$ cat src/rtl/cpu_pkg.sv
// Shared types and constants for the fetch/execute sequencer.
`timescale 1ns/1ps
package cpu_pkg;

  typedef enum logic [2:0] {
    IDLE  = 3'd0,
    FETCH = 3'd1,
    WAIT  = 3'd2,
    EXEC  = 3'd3,
    HALT  = 3'd4
  } seq_state_t;

  localparam logic [31:0] ILLEGAL_ZERO = 32'h0000_0000;
  localparam logic [31:0] ILLEGAL_ONES = 32'hFFFF_FFFF;
  localparam int DEFAULT_RESET_PC = 0;

  function automatic logic is_illegal(input logic [31:0] word);
    return (word == ILLEGAL_ZERO) || (word == ILLEGAL_ONES);
  endfunction

endpackage

$ cat src/rtl/cpu_seq_pc.sv
// Program counter: advances once per executed instruction, either to a redirect target or pc+1.
`timescale 1ns/1ps
module cpu_seq_pc #(
  parameter int ADDR_W   = 12,
  parameter int RESET_PC = 0
) (
  input  logic              clck,
  input  logic              rst_n,
  input  logic              advance,
  input  logic              redirect_valid,
  input  logic [ADDR_W-1:0] redirect_pc,
  output logic [ADDR_W-1:0] pc
);

  localparam logic [ADDR_W-1:0] PC_RST = ADDR_W'(RESET_PC);
  localparam logic [ADDR_W-1:0] PC_ONE = {{(ADDR_W-1){1'b0}}, 1'b1};

  // Increment wraps naturally at the address width.
  always_ff @(posedge clck or negedge rst_n) begin
    if (!rst_n) begin
      pc <= PC_RST;
    end else if (advance) begin
      pc <= redirect_valid ? redirect_pc : (pc + PC_ONE);
    end
  end

endmodule

$ cat src/rtl/cpu_seq_ctrl.sv
// Multi-cycle fetch/execute sequencer for the lab RISC-V core.
// Optional single-step from HALT is enabled by defining CPU_SEQ_STEP_EN.
//
// state | meaning
// IDLE  | quiet, waiting for run
// FETCH | issue instruction RAM read at pc
// WAIT  | MEM_LAT cycles of read latency; latch word on the last one
// EXEC  | one-cycle architectural write strobe, advance pc
// HALT  | stopped; run=0 returns to IDLE
`timescale 1ns/1ps
module cpu_seq_ctrl
  import cpu_pkg::*;
#(
  parameter int ADDR_W   = 12,
  parameter int RESET_PC = DEFAULT_RESET_PC,
  parameter int MEM_LAT  = 1
) (
  input  logic              clck,
  input  logic              rst_n,
  input  logic              run,
  input  logic              halt_req,
`ifdef CPU_SEQ_STEP_EN
  input  logic              step,
`endif
  output logic              imem_en,
  output logic [ADDR_W-1:0] imem_addr,
  input  logic [31:0]       imem_rdata,
  output logic [31:0]       instr,
  output logic              exec_en,
  input  logic              redirect_valid,
  input  logic [ADDR_W-1:0] redirect_pc,
  output logic [ADDR_W-1:0] pc,
  output logic              halted,
  output logic              illegal,
  output logic [31:0]       retired
);

  localparam logic [ADDR_W-1:0] PC_RST    = ADDR_W'(RESET_PC);
  localparam logic [1:0]        WAIT_INIT = 2'(MEM_LAT - 1);

  seq_state_t        state;
  seq_state_t        next_state;
  logic [1:0]        wait_cnt;
  logic [ADDR_W-1:0] addr_hold;
  logic              step_mode;
  logic              step_go;
  logic              wait_last;
  logic              word_bad;

`ifdef CPU_SEQ_STEP_EN
  assign step_go = step && !illegal;
`else
  assign step_go = 1'b0;
`endif

  assign wait_last = (state == WAIT) && (wait_cnt == 2'd0);
  assign word_bad  = is_illegal(imem_rdata);

  always_comb begin
    next_state = state;
    case (state)
      IDLE:  if (run) next_state = FETCH;
      FETCH: next_state = WAIT;
      WAIT:  if (wait_cnt == 2'd0) next_state = word_bad ? HALT : EXEC;
      EXEC:  next_state = (step_mode || halt_req || !run) ? HALT : FETCH;
      HALT: begin
        if (step_go)   next_state = FETCH;
        else if (!run) next_state = IDLE;
      end
      default: next_state = IDLE;
    endcase
  end

  always_ff @(posedge clck or negedge rst_n) begin
    if (!rst_n) begin
      state     <= IDLE;
      wait_cnt  <= 2'd0;
      instr     <= 32'h0;
      illegal   <= 1'b0;
      retired   <= 32'h0;
      addr_hold <= PC_RST;
      step_mode <= 1'b0;
    end else begin
      state <= next_state;
      if (state == FETCH) begin
        wait_cnt  <= WAIT_INIT;
        addr_hold <= pc;
      end else if ((state == WAIT) && (wait_cnt != 2'd0)) begin
        wait_cnt <= wait_cnt - 2'd1;
      end
      if (wait_last) begin
        instr <= imem_rdata;
        if (word_bad) illegal <= 1'b1;
      end
      if (state == EXEC) retired <= retired + 32'd1;
      // A step-launched instruction always returns to HALT, regardless of run/halt_req.
      if ((state == HALT) && step_go) step_mode <= 1'b1;
      else if (state == EXEC)         step_mode <= 1'b0;
    end
  end

  assign imem_en   = (state == FETCH);
  assign imem_addr = (state == FETCH) ? pc : addr_hold;
  assign exec_en   = (state == EXEC);
  assign halted    = (state == HALT);

  cpu_seq_pc #(
    .ADDR_W   (ADDR_W),
    .RESET_PC (RESET_PC)
  ) u_pc (
    .clck           (clck),
    .rst_n          (rst_n),
    .advance        (state == EXEC),
    .redirect_valid (redirect_valid),
    .redirect_pc    (redirect_pc),
    .pc             (pc)
  );

endmodule

$ cat config.mk
export PLATFORM = sky130hd
export DESIGN_NAME = cpu_seq_ctrl
export DESIGN_NICKNAME = d
export VERILOG_FILES = /design/src/rtl/cpu_pkg.sv /design/src/rtl/cpu_seq_pc.sv /design/src/rtl/cpu_seq_ctrl.sv
export SDC_FILE = /design/constraint.sdc
export NUM_CORES = 1
export LEC_CHECK = 0
export BUFFER_PORTS_ARGS = -buffer_cell sky130_fd_sc_hd__buf_2
export CORE_ASPECT_RATIO = 1.1
export CORE_UTILIZATION = 46
export DETAILED_ROUTE_END_ITERATION = 12
export PLACE_DENSITY = 0.76
export REMOVE_ABC_BUFFERS = 1
export SYNTH_ARGS = -nofsm -noshare
export SYNTH_HDL_FRONTEND = slang
export SYNTH_SLANG_ARGS = --single-unit
export TNS_END_PERCENT = 10
$ cat constraint.sdc
create_clock -name clck -period 1.8 [get_ports clck]
set_input_delay 0.09 -clock clck [delete_from_list [all_inputs] [get_ports clck]]
set_output_delay 0.09 -clock clck [all_outputs]
set_load 0.01 [all_outputs]
; ---- Yosys cells after proc, flatten, opt, wreduce, memory -nomap -nowiden
; Cells that the tools add are included.
[op_classes]
n_mux = 10
n_reduce_logical = 12
n_eq_ne = 8
add_sub_neg = 3
[op_table]
columns = op, n
row1 = "32-bit by 1-bit adder with 32-bit output, second input constant", 1
row2 = "32-bit equality test, second input constant", 1
row3 = 32-bit zero test, 1
row4 = 12-bit 2-to-1 mux, 2
row5 = 3-bit 2-to-1 mux, 5
row6 = 3-bit one-hot mux with 5 select lines, 1
row7 = "12-bit by 1-bit adder with 12-bit output, second input constant", 1
row8 = "3-bit by 2-bit equality test with 1-bit output, second input constant", 2
row9 = 2-bit 2-to-1 mux, 2
row10 = "2-bit inequality test, second input constant", 2
row11 = 2-bit nonzero test, 2
row12 = "3-bit by 1-bit equality test with 1-bit output, second input constant", 1
row13 = "3-bit equality test, second input constant", 1
row14 = 3-bit zero test, 1
row15 = 3-bit AND reduction, 1
row16 = 1-bit logical AND, 2
row17 = 2-bit zero test, 1
row18 = 1-bit logical OR, 2
row19 = "2-bit by 1-bit inequality test with 1-bit output, second input constant", 1
row20 = 2-bit AND reduction, 1
row21 = "2-bit by 1-bit subtractor with 2-bit output, second input constant", 1
row22 = 1-bit zero test, 1
[totals]
elab_cells = 40
output_inout_bits = 92
regBits = 94

; ---- Depth between registers and ports, before layout
[depth]
word_depth = 5
depth_mapped = 7

; ---- Hierarchy
; From an unflattened synthesis, not the netlist that was laid out.
[hier_totals]
cells_unflattened = 438
area_unflattened_um2 = 4425.5
[by_module_without_submodules]
columns = mod, area_each_um2, n_inst, cells_per_inst
row1 = cpu_seq_ctrl, 3677.3, 1, 352
row2 = cpu_seq_pc, 748.2, 1, 86

; ---- Least setup slack after synthesis
; OpenSTA, ideal clock, no wires.
[synth_timing]
kind = register -> register
start = register retired[0]
end = register retired[30]
path_stages_with_launch = 7
required_time_ns = 1.721
slack_ns = -0.052
setup_time_ns = 0.079
arrival_time_ns = 1.773
period_less_slack_ns = 1.852
cell_sequence = dfrtp_1 -> ha_1 -> nand3_1 -> or4_4 -> buf_6 -> nor4_4 -> xor2_1
[synth_between]
elab_chain_len = 1
[synth_rtl]
columns = element, line
row1 = start: declaration, cpu_seq_ctrl.sv:35  ; output logic [31:0] retired
row2 = start signal: assignment, cpu_seq_ctrl.sv:95  ; if (state == EXEC) retired <= retired + 32'd1;
row3 = 32-bit by 1-bit adder with 32-bit output, cpu_seq_ctrl.sv:95
; No other way between the ends.
; A chain may end at the register's enable or synchronous reset.

; ---- Final worst setup path
[layout_timing]
start = register state[2]
end = output imem_addr[10]
[layout_between]
elab_chain_len = 2
[layout_rtl]
columns = element, line
row1 = start: declaration, cpu_seq_ctrl.sv:41  ; seq_state_t state;
row2 = start signal: assignment, cpu_seq_ctrl.sv:84  ; state <= next_state;
row3 = 3-bit by 1-bit equality test with 1-bit output, cpu_seq_ctrl.sv:103  ; assign imem_addr = (state == FETCH) ? pc : addr_hold;
row4 = 12-bit 2-to-1 mux, cpu_seq_ctrl.sv:103
row5 = end: declaration, cpu_seq_ctrl.sv:26  ; output logic [ADDR_W-1:0] imem_addr,
; No other way between the ends.

==> impl_metrics.yaml <==
clock_tree:
  clkSlewWorstSetupHoldPaths_ps: 80
  clk-insertion-delay-late_ps: 360
  tritoncts.num_buffers: 9
  cts_sinks: 94
  cts_tree: "built"
  cts-root-buf: "sky130_fd_sc_hd__clkbuf_8"
  cts-htree-levels: 3
  largest_buffer_count_on_any_clock_path: 2
hold_path:
  hold_end: "u_pc.pc[0]"
  hp-class: "input port to flip-flop"
  cell_count_of_the_worst_hold_path: 3
  timing.hold.worst.start: "redirect_pc[0]"
final_layout:
  commonest_cells_after_routing_fill_and_taps_aside: "132 x sky130_fd_sc_hd__buf_2, 119 x sky130_fd_sc_hd__nand2_1, 94 x sky130_fd_sc_hd__dfrtp_1, 35 x sky130_fd_sc_hd__dlygate4sd3_1, 21 x sky130_fd_sc_hd__xnor2_1"
  layout.cells.most_common: "sky130_fd_sc_hd__buf_2"
  num_antenna_cells: 0
  design.final.nets: 678
  final_cell_area_um2: 5960
  share_of_post_route_cells_with_drive_strength_above_1_pct: 31.7
  area.growth.synth_to_final_pct: 38.0
yosys:
  yosys_most_used_dff: "sky130_fd_sc_hd__dfrtp_1"
  synth.avg_cell_area_um2: 9.89
  synth_seq_area_share_pct: 54.4
  netlist_area_um2: 4320
  async_reset_ff_share_pct: 100
  main_combinational_cell_family_by_area_after_synthesis: "simple AND/OR/NAND/NOR gates"
  synth.yosys.warnings: 0
  post_synth_cell_types: 46
  synth-edff-count: 0
  synth_compound_gate_area_share_pct: 6.28
  postSynthCellCount: 437
  yosys.area_share.xor_xnor_pct: 6.28
  synth_fa_ha_area_share_pct: 0.869
  synthMuxAreaShare_pct: 4.05
  synth_simple_gate_area_share_pct: 25.3
  yosys_register_bits: 94
floorplan:
  fp.dieW_um: 94.4
  initial_core_util_pct: 48.0
  die_area_um2: 9780
  die-height_um: 104
  placeableCoreArea_um2: 9010
  rows: 36
  io-pin-count: 141
pwr:
  power_leakage_nw: 3.05
  finalPower_mw: 8.21
  max-vdd-ir-drop_mv: 0.618
  power-per-cell-area_nw_per_um2: 1380
run_status:
  failed_checks: "negative setup slack"
  outcome: "finished, violations left"
global_route:
  grt_usage_pct: 25.1
  wire_length_of_the_first_global_routing_pass_um: 19100
  grt_antenna_before_repair: 0
  grt_pass1_vias: 3975
  globalRouteOverflowTotal: 0
  maximum_number_of_pins_on_one_net_before_global_route_repair: 39
route:
  post_drt_antenna_nets: 0
  wl_per_cell_um: 15.4
  drt_first_iter_violations: 173
  vias_per_cell: 5.41
  total_via_count_in_the_routed_design: 4022
  firstDrtPassIters: 5
  drt_wl_total_um: 11500
  drc_violations: 0
setup_path:
  start_kind: "flip-flop"
  reg2reg_depth: 5
  setup.reg_to_reg.worst_slack_ps: 50
  cp_capture_type: "primary output"
  critical_path.reg2reg.endpoint: "retired[24]"
  worst_ep_required_time_ps: 1710
  cp_max_fo: 6
  cp_data_arrival_time_ps: 1810
  kind_of_critical_path: "flip-flop to primary output"
  critical_path.reg2reg.startpoint: "state[2]"
timing:
  grt_setup_unrepaired: "true"
  fin_crit_ps: 1900
  report.final.slew_viol_count: 0
  final_critical_path_setup_slack_ps: -96.1
  min_period_over_period_pct: 105
  worstMarginPinSlew_ps: 482
  relative_slew_slack_pct: 67.9
  setup_viol_count_final: 12
  max_freq_mhz: 527
  finalClockSkew_ps: 8.64
  timing_hold_violations_final: 0
placement:
  post_dp_cell_area_um2: 5280
  dp.final_hpwl_um: 7660
  port_buf_inserts: 140
  routabilityCongestion: 0.896
run:
  max_cap_viol_count: 0
[power breakdown]
part | leakage (nW) | switching [mW] | internal, mW
Sequential | 1.19 | 0.513 | 2.80
Combinational | 1.77 | 1.93 | 1.73
Clock | 0.0865 | 0.674 | 0.571
[timing repair]
action / in CTS / in global routing
buffers inserted: 4 / 0
endpoints found under the hold margin: 68 / 0
setup endpoints to repair: 12 / 28
hold buffers: 35 / 0
cloned: 1 / 0
pin swaps: 2 / 3
resized for setup: 22 / 7
[synth_stat cells (2+ instances only)]
cell type                   count  share of area (%)
sky130_fd_sc_hd__nor2b_1        3               0.43
sky130_fd_sc_hd__nor2_1         8               0.70
sky130_fd_sc_hd__nand3_1       16                1.9
sky130_fd_sc_hd__nor3_1        10                1.2
sky130_fd_sc_hd__a21oi_1       13                1.5
sky130_fd_sc_hd__dfrtp_1       94                 54
sky130_fd_sc_hd__a22o_1         3               0.61
sky130_fd_sc_hd__nand4bb_1      2               0.52
sky130_fd_sc_hd__ha_1           3               0.87
sky130_fd_sc_hd__nand2_1      119                 10
sky130_fd_sc_hd__or4_1          2               0.35
sky130_fd_sc_hd__nand4_1       20                2.9
sky130_fd_sc_hd__nor3b_1        2               0.35
sky130_fd_sc_hd__mux2i_1        4               0.93
sky130_fd_sc_hd__and4_1         5                1.0
sky130_fd_sc_hd__nor4_1        13                1.9
sky130_fd_sc_hd__xor2_1        10                2.0
sky130_fd_sc_hd__o21ai_0       17                2.0
sky130_fd_sc_hd__a21o_1         2               0.35
sky130_fd_sc_hd__xnor2_1       21                4.3
sky130_fd_sc_hd__inv_1         10               0.87
sky130_fd_sc_hd__o22ai_1        3               0.43
sky130_fd_sc_hd__and3_1         6               0.87
sky130_fd_sc_hd__mux2_2        12                3.1
sky130_fd_sc_hd__clkbuf_1      18                1.6
[metal layers]
layer,global-route usage [%],wire (um),vias to the layer above
li1,-,-,1894
met1,31.8,4760,1948
met2,38.9,5590,131
met3,4.85,593,49
met4,16.2,550,0
met5,0,0,-
[state kept, by name, summed over array words and instances, names as in the netlist]
name and cells:
u_pc.pc 12, wait_cnt 2, illegal 1, state 3
addr_hold 12, retired 32, instr 32
[through the flow]
stage | utilization, % | worst slack, ps | hold WS, ps | setup TNS [ps] | cells
floorplan | - | -1800 | -206 | -69240 | 417
global placement | 58.6 | 99.0 | 76.4 | 0 | 689
detailed placement | 58.6 | 29.8 | 77.7 | 0 | 689
CTS | 65.8 | -158 | 8.77 | -1830 | 744
global route | 66.2 | -167 | 20.6 | -2010 | 744
finish | 66.2 | -96.1 | 18.5 | -1060 | 744
[cells by family (layout without fill, tap and decap cells)]
kind of cell,Yosys count,after routing
xor gates and xnor gates,31,31
and+or+nand+nor,218,218
buffers and inverters,30,223
adders and majority gates,3,3
muxes,16,16
DFF,94,94
AOI/OAI and AO/OA,45,45
[final cells by class]
type / instances / area, um2
Clock inverter: 1 / 5.00
Fill cell: 762 / 3050
Tap cell: 114 / 143
Clock buffer: 14 / 163
Multi-Input combinational cell: 313 / 1920
Sequential cell: 94 / 2350
Inverter: 10 / 41.3
Timing Repair Buffer: 198 / 1340
[worst max-delay path, stage by stage (launching register included)]
cell and delay, ps:
sky130_fd_sc_hd__dfrtp_1 390, sky130_fd_sc_hd__buf_6 120, sky130_fd_sc_hd__nor3b_4 270, sky130_fd_sc_hd__buf_6 210, sky130_fd_sc_hd__mux2_4 330, sky130_fd_sc_hd__buf_6 130
[how the worst max path moves through the flow]
stage / startpoint / endpoint / slack, ps / cells past startpoint
after CTS: state[2] / imem_addr[10] / -160 / 5
after global placement: retired[0] / retired[30] / 100 / 5
final: state[2] / imem_addr[10] / -100 / 5
after detailed placement: retired[1] / retired[30] / 30 / 5
after floorplan: wait_cnt[0] / state[2] / -1800 / 4
after global routing: state[2] / imem_addr[10] / -170 / 5
Note: power is estimated with default switching activity, not from simulation.
